[config.mk]
export PLATFORM = sky130hd
export DESIGN_NAME = eth_tx_pkt_loader
export DESIGN_NICKNAME = d
export VERILOG_FILES = /design/src/rtl/eth_tx_pkt_loader.sv
export SDC_FILE = /design/constraint.sdc
export NUM_CORES = 1
export LEC_CHECK = 0
export CORE_ASPECT_RATIO = 1.2
export CORE_UTILIZATION = 40
export DETAILED_ROUTE_END_ITERATION = 12
export PLACE_DENSITY = 0.65
export SLEW_MARGIN = 20
export SYNTH_ARGS = -nofsm -noshare
export SYNTH_HDL_FRONTEND = slang
export SYNTH_SLANG_ARGS = --single-unit
[constraint.sdc]
create_clock -name Clk -period 5.43 [get_ports Clk]
set_clock_uncertainty 0.2 [all_clocks]
set_input_delay 1.629 -clock Clk [delete_from_list [all_inputs] [get_ports Clk]]
set_output_delay 1.629 -clock Clk [all_outputs]
set_load 0.01 [all_outputs]
[src/rtl/eth_tx_pkt_loader.sv]
// ---------------------------------------------------------------------------
// eth_tx_pkt_loader
//
// Feeds the Ethernet RMII TX byte FIFO from a byte-wide valid/ready stream,
// one payload frame per transaction. Short frames are zero-padded up to
// pMIN_PAYLOAD bytes. Frames longer than pMAX_PAYLOAD are truncated: the
// excess bytes are accepted and dropped. Once a frame is fully buffered and
// the TX controller is idle, the loader pulses Eth_Pkt_Rdy. It then waits for
// the controller to finish the frame before it accepts the next one, so the
// FIFO running empty always means "end of frame" to the controller.
//
// Ports
//   Clk          system clock (shared with the TX controller and the FIFO)
//   Rst          synchronous, active-high reset
//   S_Data       payload byte
//   S_Valid      S_Data is valid
//   S_Last       current byte is the last byte of the frame
//   S_Ready      loader accepts a byte this cycle (combinational)
//   Fifo_Full    TX FIFO full flag
//   Fifo_Wr      FIFO write strobe (combinational)
//   Fifo_Din     FIFO write data (combinational)
//   Tx_En        high while the TX controller is sending a frame
//   Eth_Pkt_Rdy  one-cycle pulse: frame buffered, start transmission
//   Pkt_Len      payload bytes written for the last frame, padding included
//   Ovf_Err      one-cycle pulse: the frame exceeded pMAX_PAYLOAD
// ---------------------------------------------------------------------------
module eth_tx_pkt_loader #(
  parameter int pMIN_PAYLOAD = 46,
  parameter int pMAX_PAYLOAD = 1500,
  parameter int pLEN_W       = 11
) (
  input  logic              Clk,
  input  logic              Rst,
  input  logic [7:0]        S_Data,
  input  logic              S_Valid,
  input  logic              S_Last,
  output logic              S_Ready,
  input  logic              Fifo_Full,
  output logic              Fifo_Wr,
  output logic [7:0]        Fifo_Din,
  input  logic              Tx_En,
  output logic              Eth_Pkt_Rdy,
  output logic [pLEN_W-1:0] Pkt_Len,
  output logic              Ovf_Err
);

  localparam logic [pLEN_W-1:0] LP_MIN = pLEN_W'(pMIN_PAYLOAD);
  localparam logic [pLEN_W-1:0] LP_MAX = pLEN_W'(pMAX_PAYLOAD);

  typedef enum logic [2:0] {
    IDLE,
    LOAD,
    PAD,
    DISCARD,
    READY,
    WAIT_START,
    WAIT_DONE
  } state_t;

  state_t            r_state;
  logic [pLEN_W-1:0] r_cnt;
  logic              r_pkt_rdy;
  logic              r_ovf;
  logic [pLEN_W-1:0] r_pkt_len;

  logic              w_in_load;
  logic              w_in_pad;
  logic              w_in_discard;
  logic              w_s_ready;
  logic              w_accept;
  logic [pLEN_W-1:0] w_cnt_inc;

  assign w_in_load    = (r_state == LOAD);
  assign w_in_pad     = (r_state == PAD);
  assign w_in_discard = (r_state == DISCARD);

  // LOAD is back-pressured by the FIFO. DISCARD throws bytes away, so it
  // never stalls the source.
  assign w_s_ready = (w_in_load & ~Fifo_Full) | w_in_discard;
  assign w_accept  = S_Valid & w_s_ready;

  // cnt never exceeds pMAX_PAYLOAD: LOAD leaves at the pMAX-th write and PAD
  // stops at pMIN, so this increment cannot wrap.
  assign w_cnt_inc = r_cnt + 1'b1;

  // Write in the accept cycle (zero latency). Pad writes are gated only by
  // Fifo_Full. Both paths keep Fifo_Wr low while the FIFO is full.
  assign S_Ready  = w_s_ready;
  assign Fifo_Wr  = (w_in_load & S_Valid & ~Fifo_Full) | (w_in_pad & ~Fifo_Full);
  assign Fifo_Din = w_in_load ? S_Data : 8'h00;

  assign Eth_Pkt_Rdy = r_pkt_rdy;
  assign Pkt_Len     = r_pkt_len;
  assign Ovf_Err     = r_ovf;

  always_ff @(posedge Clk) begin
    if (Rst) begin
      r_state   <= IDLE;
      r_cnt     <= '0;
      r_pkt_rdy <= 1'b0;
      r_ovf     <= 1'b0;
      r_pkt_len <= '0;
    end else begin
      // Both flags are one-cycle pulses. They fall back to 0 unless set below.
      r_pkt_rdy <= 1'b0;
      r_ovf     <= 1'b0;

      case (r_state)
        IDLE: begin
          if (!Tx_En) begin
            r_state <= LOAD;
            r_cnt   <= '0;
          end
        end

        LOAD: begin
          if (w_accept) begin
            r_cnt <= w_cnt_inc;
            if (S_Last) begin
              r_state <= (w_cnt_inc >= LP_MIN) ? READY : PAD;
            end else if (w_cnt_inc == LP_MAX) begin
              // The frame is full but not finished. Drop the rest of it.
              // A frame that ends exactly on pMAX takes the S_Last path
              // above and is not an overflow.
              r_state <= DISCARD;
              r_ovf   <= 1'b1;
            end
          end
        end

        PAD: begin
          if (!Fifo_Full) begin
            r_cnt <= w_cnt_inc;
            if (w_cnt_inc == LP_MIN) r_state <= READY;
          end
        end

        DISCARD: begin
          if (S_Valid && S_Last) r_state <= READY;
        end

        READY: begin
          r_pkt_len <= r_cnt;
          // Do not start while the controller is still busy.
          if (!Tx_En) begin
            r_pkt_rdy <= 1'b1;
            r_state   <= WAIT_START;
          end
        end

        // Hold off the next frame until the controller has picked this one
        // up and finished it, so that Fifo_Empty stays a clean end-of-frame
        // marker for the controller.
        WAIT_START: begin
          if (Tx_En) r_state <= WAIT_DONE;
        end

        WAIT_DONE: begin
          if (!Tx_En) r_state <= IDLE;
        end

        default: r_state <= IDLE;
      endcase
    end
  end

endmodule

==> impl_metrics.env, run 1 <==
export IMPL_setup_viol=0
export IMPL_ir_drop_uv=134
export IMPL_critPathKind="input pin to output pin"
export IMPL_place_gp_congestion=0.853
export IMPL_dp_cells=310
export IMPL_synth_warnings=0
export IMPL_core_mm2=0.00426
export IMPL_drtPass1Iterations=4
export IMPL_final_cells=314
export IMPL_p_clk_share_pct=23.6
export IMPL_place_hpwl_mm=2.88
export IMPL_numCtsBuffers=3
export IMPL_pin_count=37
export IMPL_seq_area_frac_synth_pct=30.6
export IMPL_ant_nets=0
export IMPL_highest_layer="met4"
export IMPL_drc=0
export IMPL_end_kind="output pin"
export IMPL_ff_latch_area_um2=541
export IMPL_slew_headroom_pct=27.1
export IMPL_switching_share_pct=34.8
export IMPL_die_x_um=62.7
export IMPL_power_density_mw_per_mm2=238
export IMPL_mappedNetlistNets=253
export IMPL_cts_sinks=27
export IMPL_antenna_found_initial=0
export IMPL_met2_length_mm=1.93
export IMPL_tightestPinTransition_ns=1.09
export IMPL_power_frac_seq_pct=44.0
export IMPL_hold_slack_ns=0.259
export IMPL_synth_ff_type="dfxtp_1"
export IMPL_avgSynthCellArea_um2=7.49
export IMPL_synthCells=236
export IMPL_htreeDepth=1
export IMPL_route_met3_wl_um=160
export IMPL_area_growth_pct=22.1
export IMPL_p_leak_nw=0.741
export IMPL_num_rows=26
export IMPL_combPwrFrac_pct=32.4
export IMPL_grt_pass1_vias=1419
export IMPL_grt_max_degree=29
export IMPL_min_path_type="flip-flop to flip-flop"
export IMPL_vias=1669
export IMPL_netlist_area_mm2=0.00177
export IMPL_dieArea_mm2=0.00469
export IMPL_diodes=0
export IMPL_tns_ns=0
export IMPL_p_int_mw=0.335
export IMPL_clock_fmax_mhz=198
export IMPL_report_final_slew_viol_count=0
export IMPL_clk_pin_slew_ns=0.10
export IMPL_wl_per_cell_um=13.0
export IMPL_final_nets=276
export IMPL_async_reset_ff_share_pct=0
export IMPL_num_fill_cells=429
export IMPL_status="finished clean"
export IMPL_final_common_cell="nand2_1"
export IMPL_crit_fanout=4
export IMPL_critPathMaxStageDelay_ns=0.53
export IMPL_via_per_inst=5.32
export IMPL_cts_tree="yes"
export IMPL_clk_latency_ns=0.28
export IMPL_p_sw_mw=0.179
export IMPL_path_cells="clkdlybuf4s50_1 -> nand3_1 -> a211o_1 -> clkinv_1 -> clkdlybuf4s50_1"
export IMPL_drv_cap=0
export IMPL_startpoint_type="input pin"
export IMPL_crit_top_cell="clkdlybuf4s50_1"
export IMPL_wirelength_mm=4.08
export IMPL_post_cts_buffers=0
export IMPL_synth_edf_count=0
export IMPL_hold_viol_final=0
export IMPL_synth_cell_type_count=55
export IMPL_drive_gt1_share_pct=6.59
export IMPL_layout_common_cells="39 x nand2_1, 36 x clkdlybuf4s50_1, 29 x a21oi_1"
export IMPL_synth_seq_cells=27
export IMPL_drt_iter0_drc=87
export IMPL_post_route_period_util_pct=92.9
export IMPL_cts_hold_buffers=0
export IMPL_path_delay_family="buffers and inverters"
export IMPL_clockRootBuffer="clkbuf_8"
export IMPL_globalRouteTotalUtil_pct=18.2
export IMPL_met1Wirelength_mm=1.94
export IMPL_crit_path_top_delay_cell="clkdlybuf4s50_1"
export IMPL_fin_crit_ns=5.04
export IMPL_cts_resized=0
export IMPL_die_y_um=74.8
export IMPL_arrival_ns=3.21
export IMPL_multi_input_area_mm2=0.00110
export IMPL_grt_ovfl_total=0
export IMPL_required_ns=3.60
export IMPL_setup_ws_ns=0.387
export IMPL_grt_pass1_wl_mm=6.78
export IMPL_clockBufferDepth=2
export IMPL_rsz0062_at_grt="no"
export IMPL_dp_slack_ns=0.382
export IMPL_placed_cell_area_mm2=0.00211
export IMPL_fin_area_mm2=0.00216
export IMPL_io_buffer_count=36
export IMPL_path_buf_inv=3
export IMPL_initial_utilization_pct=41.5
tightest hold or removal path, delay by kind of cell (launching register included):
family	cells	cell delay [ns]
simple gates	1	0.05
compound gates	1	0.05
flops	1	0.32
worst paths after layout:
check | cells past startpoint | slack (ns) | endpoint | from
setup / recovery | 5 | 0.39 | Fifo_Wr | S_Valid
hold / removal | 2 | 0.26 | Pkt_Len[3] | Pkt_Len[3]
setup reg to reg | 8 | 2.72 | r_state[2] | r_cnt[0]
hold reg to reg | 2 | 0.26 | Pkt_Len[3] | Pkt_Len[3]
per-layer routing:
metal / vias up / global-route usage [%]
li1: 867 / -
met5: - / 0
met4: 0 / 6.72
met1: 756 / 23.4
met2: 42 / 31.6
met3: 4 / 2.12
power groups by stage:
stage / combinational [mW] / clock (mW) / sequential (mW)
final: 0.166 / 0.121 / 0.226
after global routing: 0.186 / 0.135 / 0.230
after CTS: 0.167 / 0.128 / 0.226
after detailed placement: 0.166 / 0 / 0.231
after global placement: 0.167 / 0 / 0.231
after floorplan: 0.120 / 0 / 0.214
state kept, by name (all words and copies together) (netlist names):
register	count
Eth_Pkt_Rdy	1
Ovf_Err	1
Pkt_Len	11
r_cnt	11
r_state	3
synthesized netlist by cell type (4+ instances only):
library cell | n | area share, %
and3_1 | 10 | 3.5
a21oi_1 | 29 | 8.2
nor2_1 | 19 | 4.0
o21ai_0 | 11 | 3.1
nand2_1 | 39 | 8.3
inv_1 | 5 | 1.1
nand3_1 | 6 | 1.7
and2_1 | 4 | 1.4
buf_2 | 5 | 1.4
dfxtp_1 | 27 | 31
buf_4 | 4 | 1.7
nor3_1 | 5 | 1.4
clkbuf_1 | 9 | 1.9
logic make-up (layout without fill, tap and decap cells):
group	after synthesis	after routing	synth area share, %
AND/OR/NAND/NOR	110	110	34.3
AO/OA/AOI/OAI	64	64	23.1
flip-flops	27	27	30.6
buffers and inverters	27	49	7.36
XOR/XNOR	4	4	1.98
adder cells (fa/ha/maj)	3	3	2.12
multiplexers	1	1	0.566
per-stage QoR:
| step | utilization (%) | power (mW) |
|---|---|---|
| 5_1_grt | 50.6 | 0.551 |
| 4_1_cts | 50.6 | 0.520 |
| 3_3_place_gp | 49.5 | 0.398 |
| 3_5_place_dp | 49.5 | 0.397 |
| 6_report | 50.6 | 0.514 |
| 2_1_floorplan | - | 0.335 |
cell type report:
cell class | instances | area share, %
multi-input cells | 182 | 50.8
flip-flops and latches | 27 | 25.0
repair buffers | 38 | 17.4
well taps | 56 | 3.25
clock buffers | 3 | 1.91
inverters | 7 | 1.22
clock inverters | 1 | 0.348
Note: power is estimated with default switching activity, not from simulation.
==> inputs of run 2 (changes only) <==
CORE_MARGIN = 1.5   (was default)
==> run 2 against run 1 <==
  * Setup slack lost 0.011 ns
  * Clock-buffer cell count stayed put
  * First-iteration DRC count up 21%
  * Critical path depth is the same
  * Largest cell class unchanged
  * Sequential share of layout area unchanged
  * Register-to-register slack about the same
  * Critical path type unchanged
  * Worst hold slack worse by 0.0011 ns
  * Core utilization unchanged
  * Via count up 3.2%
  * Clock power is essentially flat
  * Critical endpoint unchanged
  * Non-clock buffer count did not move
==> impl_metrics.env, run 2 (same netlist as run 1, synthesis figures left out) <==
export IMPL_setup_viol=0
export IMPL_numCtsBuffers=3
export IMPL_grt_max_degree=29
export IMPL_pin_count=37
export IMPL_report_final_slew_viol_count=0
export IMPL_tns_ns=0
export IMPL_grt_pass1_wl_mm=7.22
export IMPL_switching_share_pct=35.0
export IMPL_cts_hold_buffers=0
export IMPL_drive_gt1_share_pct=6.59
export IMPL_die_y_um=75.8
export IMPL_slew_headroom_pct=30.1
export IMPL_p_clk_share_pct=23.8
export IMPL_grt_pass1_vias=1551
export IMPL_clk_pin_slew_ns=0.10
export IMPL_clockBufferDepth=2
export IMPL_final_nets=276
export IMPL_startpoint_type="input pin"
export IMPL_post_cts_buffers=0
export IMPL_dieArea_mm2=0.00483
export IMPL_die_x_um=63.7
export IMPL_place_gp_congestion=0.853
export IMPL_endpoint="Fifo_Wr"
export IMPL_power_mw=0.516
export IMPL_antenna_found_initial=0
export IMPL_p_int_mw=0.336
export IMPL_io_buffer_count=36
export IMPL_ir_drop_uv=150
export IMPL_grt_ovfl_total=0
export IMPL_diodes=0
export IMPL_clk_latency_ns=0.28
export IMPL_hold_slack_ns=0.258
export IMPL_critPathKind="input pin to output pin"
export IMPL_drt_iter0_drc=105
export IMPL_cts_tree="yes"
export IMPL_cts_sinks=27
export IMPL_drv_cap=0
export IMPL_placed_cell_area_mm2=0.00211
export IMPL_via_per_inst=5.49
export IMPL_drc=0
export IMPL_htreeDepth=1
export IMPL_arrival_ns=3.22
export IMPL_core_mm2=0.00426
export IMPL_num_rows=26
export IMPL_drtPass1Iterations=4
export IMPL_post_route_period_util_pct=93.1
export IMPL_crit_path_top_delay_cell="clkdlybuf4s50_1"
export IMPL_combPwrFrac_pct=32.3
export IMPL_ant_nets=0
export IMPL_critPathMaxStageDelay_ns=0.53
export IMPL_end_kind="output pin"
export IMPL_clockRootBuffer="clkbuf_8"
export IMPL_initial_utilization_pct=41.5
export IMPL_hold_viol_final=0
export IMPL_globalRouteTotalUtil_pct=18.7
export IMPL_dp_cells=310
export IMPL_tightestPinTransition_ns=1.05
export IMPL_reg2regPathDepth=8
export IMPL_fin_area_mm2=0.00216
export IMPL_clock_fmax_mhz=198
export IMPL_rsz0062_at_grt="no"
export IMPL_wirelength_mm=4.19
export IMPL_fin_crit_ns=5.05
export IMPL_final_cells=314
export IMPL_cts_resized=0
export IMPL_num_fill_cells=432
export IMPL_crit_top_cell="clkdlybuf4s50_1"
export IMPL_p_sw_mw=0.181
export IMPL_path_cells="clkdlybuf4s50_1 -> nand3_1 -> a211o_1 -> clkinv_1 -> clkdlybuf4s50_1"
export IMPL_power_frac_seq_pct=43.9
export IMPL_rrSetupSlack_ns=2.73
export IMPL_reg2reg_to="r_state[2]"
export IMPL_power_density_mw_per_mm2=239
export IMPL_status="finished clean"
export IMPL_vias=1723
export IMPL_final_common_cell="nand2_1"
export IMPL_crit_fanout=4
export IMPL_wl_per_cell_um=13.4
export IMPL_min_path_type="flip-flop to flip-flop"
export IMPL_place_hpwl_mm=2.97
export IMPL_area_growth_pct=22.1
export IMPL_p_leak_nw=0.741
export IMPL_layout_common_cells="39 x nand2_1, 36 x clkdlybuf4s50_1, 29 x a21oi_1"
export IMPL_reg2reg_from="r_cnt[0]"
export IMPL_setup_worst_path_start="S_Valid"
export IMPL_required_ns=3.60
-- run 2: cell counts in the layout (fill, tap and decap cells not counted) --
Identical to the previous run, type by type.
-- run 2: worst min-delay path by stage --
stage	from	to	slack [ns]	depth (start not counted)
floorplan	Pkt_Len[0]	Pkt_Len[0]	0.28	2
global placement	Pkt_Len[7]	Pkt_Len[7]	0.24	2
detailed placement	Pkt_Len[7]	Pkt_Len[7]	0.25	2
CTS	Pkt_Len[7]	Pkt_Len[7]	0.26	2
global route	Pkt_Len[4]	Pkt_Len[4]	0.28	2
finish	Pkt_Len[7]	Pkt_Len[7]	0.26	2
-- run 2: final cells by class --
| type | count | area [um2] | area share, % |
|---|---|---|---|
| clock buffers | 3 | 41.3 | 1.91 |
| clock inverters | 1 | 7.51 | 0.348 |
| inverters | 7 | 26.3 | 1.22 |
| multi-input cells | 182 | 1100 | 50.8 |
| flip-flops and latches | 27 | 541 | 25.0 |
| well taps | 56 | 70.1 | 3.25 |
| repair buffers | 38 | 375 | 17.4 |
-- run 2: power groups by stage --
| stage | sequential [mW] | combinational (mW) | clock [mW] |
|---|---|---|---|
| 5_1_grt | 0.231 | 0.187 | 0.136 |
| 6_report | 0.227 | 0.167 | 0.123 |
| 3_5_place_dp | 0.231 | 0.167 | 0 |
| 2_1_floorplan | 0.214 | 0.120 | 0 |
| 3_3_place_gp | 0.231 | 0.167 | 0 |
| 4_1_cts | 0.227 | 0.167 | 0.127 |
-- run 2: worst max-delay path: cells and delay by family --
family | cells | cell delay [ns]
AOI/OAI and AO/OA | 1 | 0.37
buffers and inverters | 3 | 1.13
and+or+nand+nor | 1 | 0.09
-- run 2: per-layer routing --
layer / routed length, um / GRT usage, % / vias up
li1: - / - / 869
met1: 1920 / 23.7 / 797
met2: 2030 / 32.9 / 52
met3: 189 / 2.07 / 5
met4: 55 / 7.25 / 0
met5: 0 / 0 / -
-- run 2: metrics by stage --
stage	setup WS, ns	utilization [%]
after detailed placement	0.383	49.5
after global routing	0.320	50.6
final	0.376	50.6
after global placement	0.383	49.5
after floorplan	1.46	-
after CTS	0.380	50.6
==> inputs of run 3 (changes only) <==
PLACE_DENSITY = 0.77   (was 0.65)
==> run 3 against run 2 <==
  * Wire length is 0.95% lower
  * Combinational power hardly changed
  * First-iteration DRC count is 6.7% higher
  * Maximum frequency hardly changed
  * Global-route usage is 0.44 points lower
  * Flip-flop and latch count stayed put
  * Via count is 0.87% higher
  * Core utilization stayed put
  * Sequential share of layout area stayed put
  * Clock-buffer cell count stayed put
  * Critical path depth stayed put
  * Sequential power hardly changed
  * Largest power group unchanged
==> impl_metrics.env, run 3 (same netlist as run 1, synthesis figures left out) <==
export IMPL_crit_top_cell="clkdlybuf4s50_1"
export IMPL_reg2reg_from="r_cnt[0]"
export IMPL_cts_tree="yes"
export IMPL_ir_drop_uv=153
export IMPL_p_clk_share_pct=23.5
export IMPL_num_rows=26
export IMPL_hold_viol_final=0
export IMPL_status="finished clean"
export IMPL_wl_per_cell_um=13.2
export IMPL_drv_cap=0
export IMPL_tightestPinTransition_ns=1.05
export IMPL_grt_pass1_vias=1576
export IMPL_grt_max_degree=29
export IMPL_path_cells="clkdlybuf4s50_1 -> nand3_1 -> a211o_1 -> clkinv_1 -> clkdlybuf4s50_1"
export IMPL_report_final_slew_viol_count=0
export IMPL_min_path_cells=2
export IMPL_final_common_cell="nand2_1"
export IMPL_drc=0
export IMPL_critPathMaxStageDelay_ns=0.53
export IMPL_ant_nets=0
export IMPL_antenna_found_initial=0
export IMPL_p_sw_mw=0.179
export IMPL_rrSetupSlack_ns=2.60
export IMPL_numCtsBuffers=3
export IMPL_min_path_type="flip-flop to flip-flop"
export IMPL_combPwrFrac_pct=32.4
export IMPL_power_frac_seq_pct=44.1
export IMPL_power_mw=0.514
export IMPL_cts_sinks=27
export IMPL_core_mm2=0.00426
export IMPL_die_y_um=75.8
export IMPL_clockRootBuffer="clkbuf_8"
export IMPL_globalRouteTotalUtil_pct=18.2
export IMPL_num_fill_cells=425
export IMPL_area_growth_pct=22.1
export IMPL_clockBufferDepth=2
export IMPL_pin_count=37
export IMPL_layout_common_cells="39 x nand2_1, 36 x clkdlybuf4s50_1, 29 x a21oi_1"
export IMPL_clk_pin_slew_ns=0.10
export IMPL_cts_resized=0
export IMPL_place_hpwl_mm=2.90
export IMPL_required_ns=3.60
export IMPL_crit_path_top_delay_cell="clkdlybuf4s50_1"
export IMPL_slew_headroom_pct=30.1
export IMPL_vias=1738
export IMPL_drt_iter0_drc=112
export IMPL_htreeDepth=1
export IMPL_setup_viol=0
export IMPL_dieArea_mm2=0.00483
export IMPL_switching_share_pct=34.8
export IMPL_grt_ovfl_total=0
export IMPL_end_kind="output pin"
export IMPL_p_int_mw=0.335
export IMPL_clk_latency_ns=0.28
export IMPL_hold_path_end="Pkt_Len[3]"
export IMPL_startpoint_type="input pin"
export IMPL_drtPass1Iterations=4
export IMPL_io_buffer_count=36
export IMPL_rsz0062_at_grt="no"
export IMPL_reg2regPathDepth=8
export IMPL_critPathKind="input pin to output pin"
export IMPL_post_route_period_util_pct=93.0
export IMPL_diodes=0
export IMPL_wirelength_mm=4.15
export IMPL_final_core_util_pct=50.6
export IMPL_hold_slack_ns=0.256
export IMPL_arrival_ns=3.22
export IMPL_p_leak_nw=0.741
export IMPL_reg2reg_to="r_state[2]"
export IMPL_grt_pass1_wl_mm=7.04
export IMPL_die_x_um=63.7
export IMPL_post_cts_buffers=0
export IMPL_drive_gt1_share_pct=6.59
export IMPL_initial_utilization_pct=41.5
export IMPL_place_gp_congestion=0.864
export IMPL_clock_fmax_mhz=198
export IMPL_final_nets=276
export IMPL_cts_hold_buffers=0
export IMPL_tns_ns=0
export IMPL_fin_crit_ns=5.05
export IMPL_via_per_inst=5.54
export IMPL_hp_start="Pkt_Len[3]"
export IMPL_crit_fanout=4
export IMPL_power_density_mw_per_mm2=238
-- run 3: cell counts in the layout (fill, tap and decap cells not counted) --
Identical to the previous run, type by type.
-- run 3: critical path: cells and delay by family --
family                 cells  cell delay (ns)
buffers and inverters      3             1.13
AO/OA/AOI/OAI              1             0.37
AND/OR/NAND/NOR            1             0.09
-- run 3: power groups by stage --
| stage | logic [mW] | clock network [mW] | registers [mW] |
|---|---|---|---|
| finish | 0.167 | 0.121 | 0.227 |
| global route | 0.184 | 0.131 | 0.231 |
| CTS | 0.168 | 0.125 | 0.227 |
| detailed placement | 0.167 | 0 | 0.232 |
| global placement | 0.165 | 0 | 0.231 |
| floorplan | 0.120 | 0 | 0.214 |
-- run 3: per-layer routing --
| layer | global-route usage [%] | wire (um) | up-vias |
|---|---|---|---|
| met5 | 0 | 0 | - |
| met4 | 8.94 | 27 | 0 |
| met3 | 2.95 | 243 | 5 |
| met2 | 32.6 | 2160 | 68 |
| met1 | 21.5 | 1720 | 797 |
| li1 | - | - | 868 |
-- run 3: worst max path at each step --
| stage | start | endpoint | slack (ns) |
|---|---|---|---|
| finish | S_Valid | Fifo_Wr | 0.38 |
| global route | S_Valid | Fifo_Wr | 0.32 |
| CTS | S_Valid | Fifo_Wr | 0.38 |
| detailed placement | S_Valid | Fifo_Wr | 0.38 |
| global placement | S_Valid | Fifo_Wr | 0.39 |
| floorplan | S_Valid | Fifo_Wr | 1.46 |
-- run 3: stage by stage --
stage               std cells  cell area [um2]  setup WS (ns)
finish                    314             2160          0.381
CTS                       314             2160          0.376
detailed placement        310             2110          0.379
global route              314             2160          0.318
floorplan                 236             1770           1.46
global placement          310             2110          0.392
-- run 3: final cells by class --
cell class	count	area, um2	area share [%]
inverter	7	26.3	1.22
sequential	27	541	25.0
multi-input combinational	182	1100	50.8
clock buffer	3	41.3	1.91
timing repair buffer	38	375	17.4
clock inverter	1	7.51	0.348
tap	56	70.1	3.25
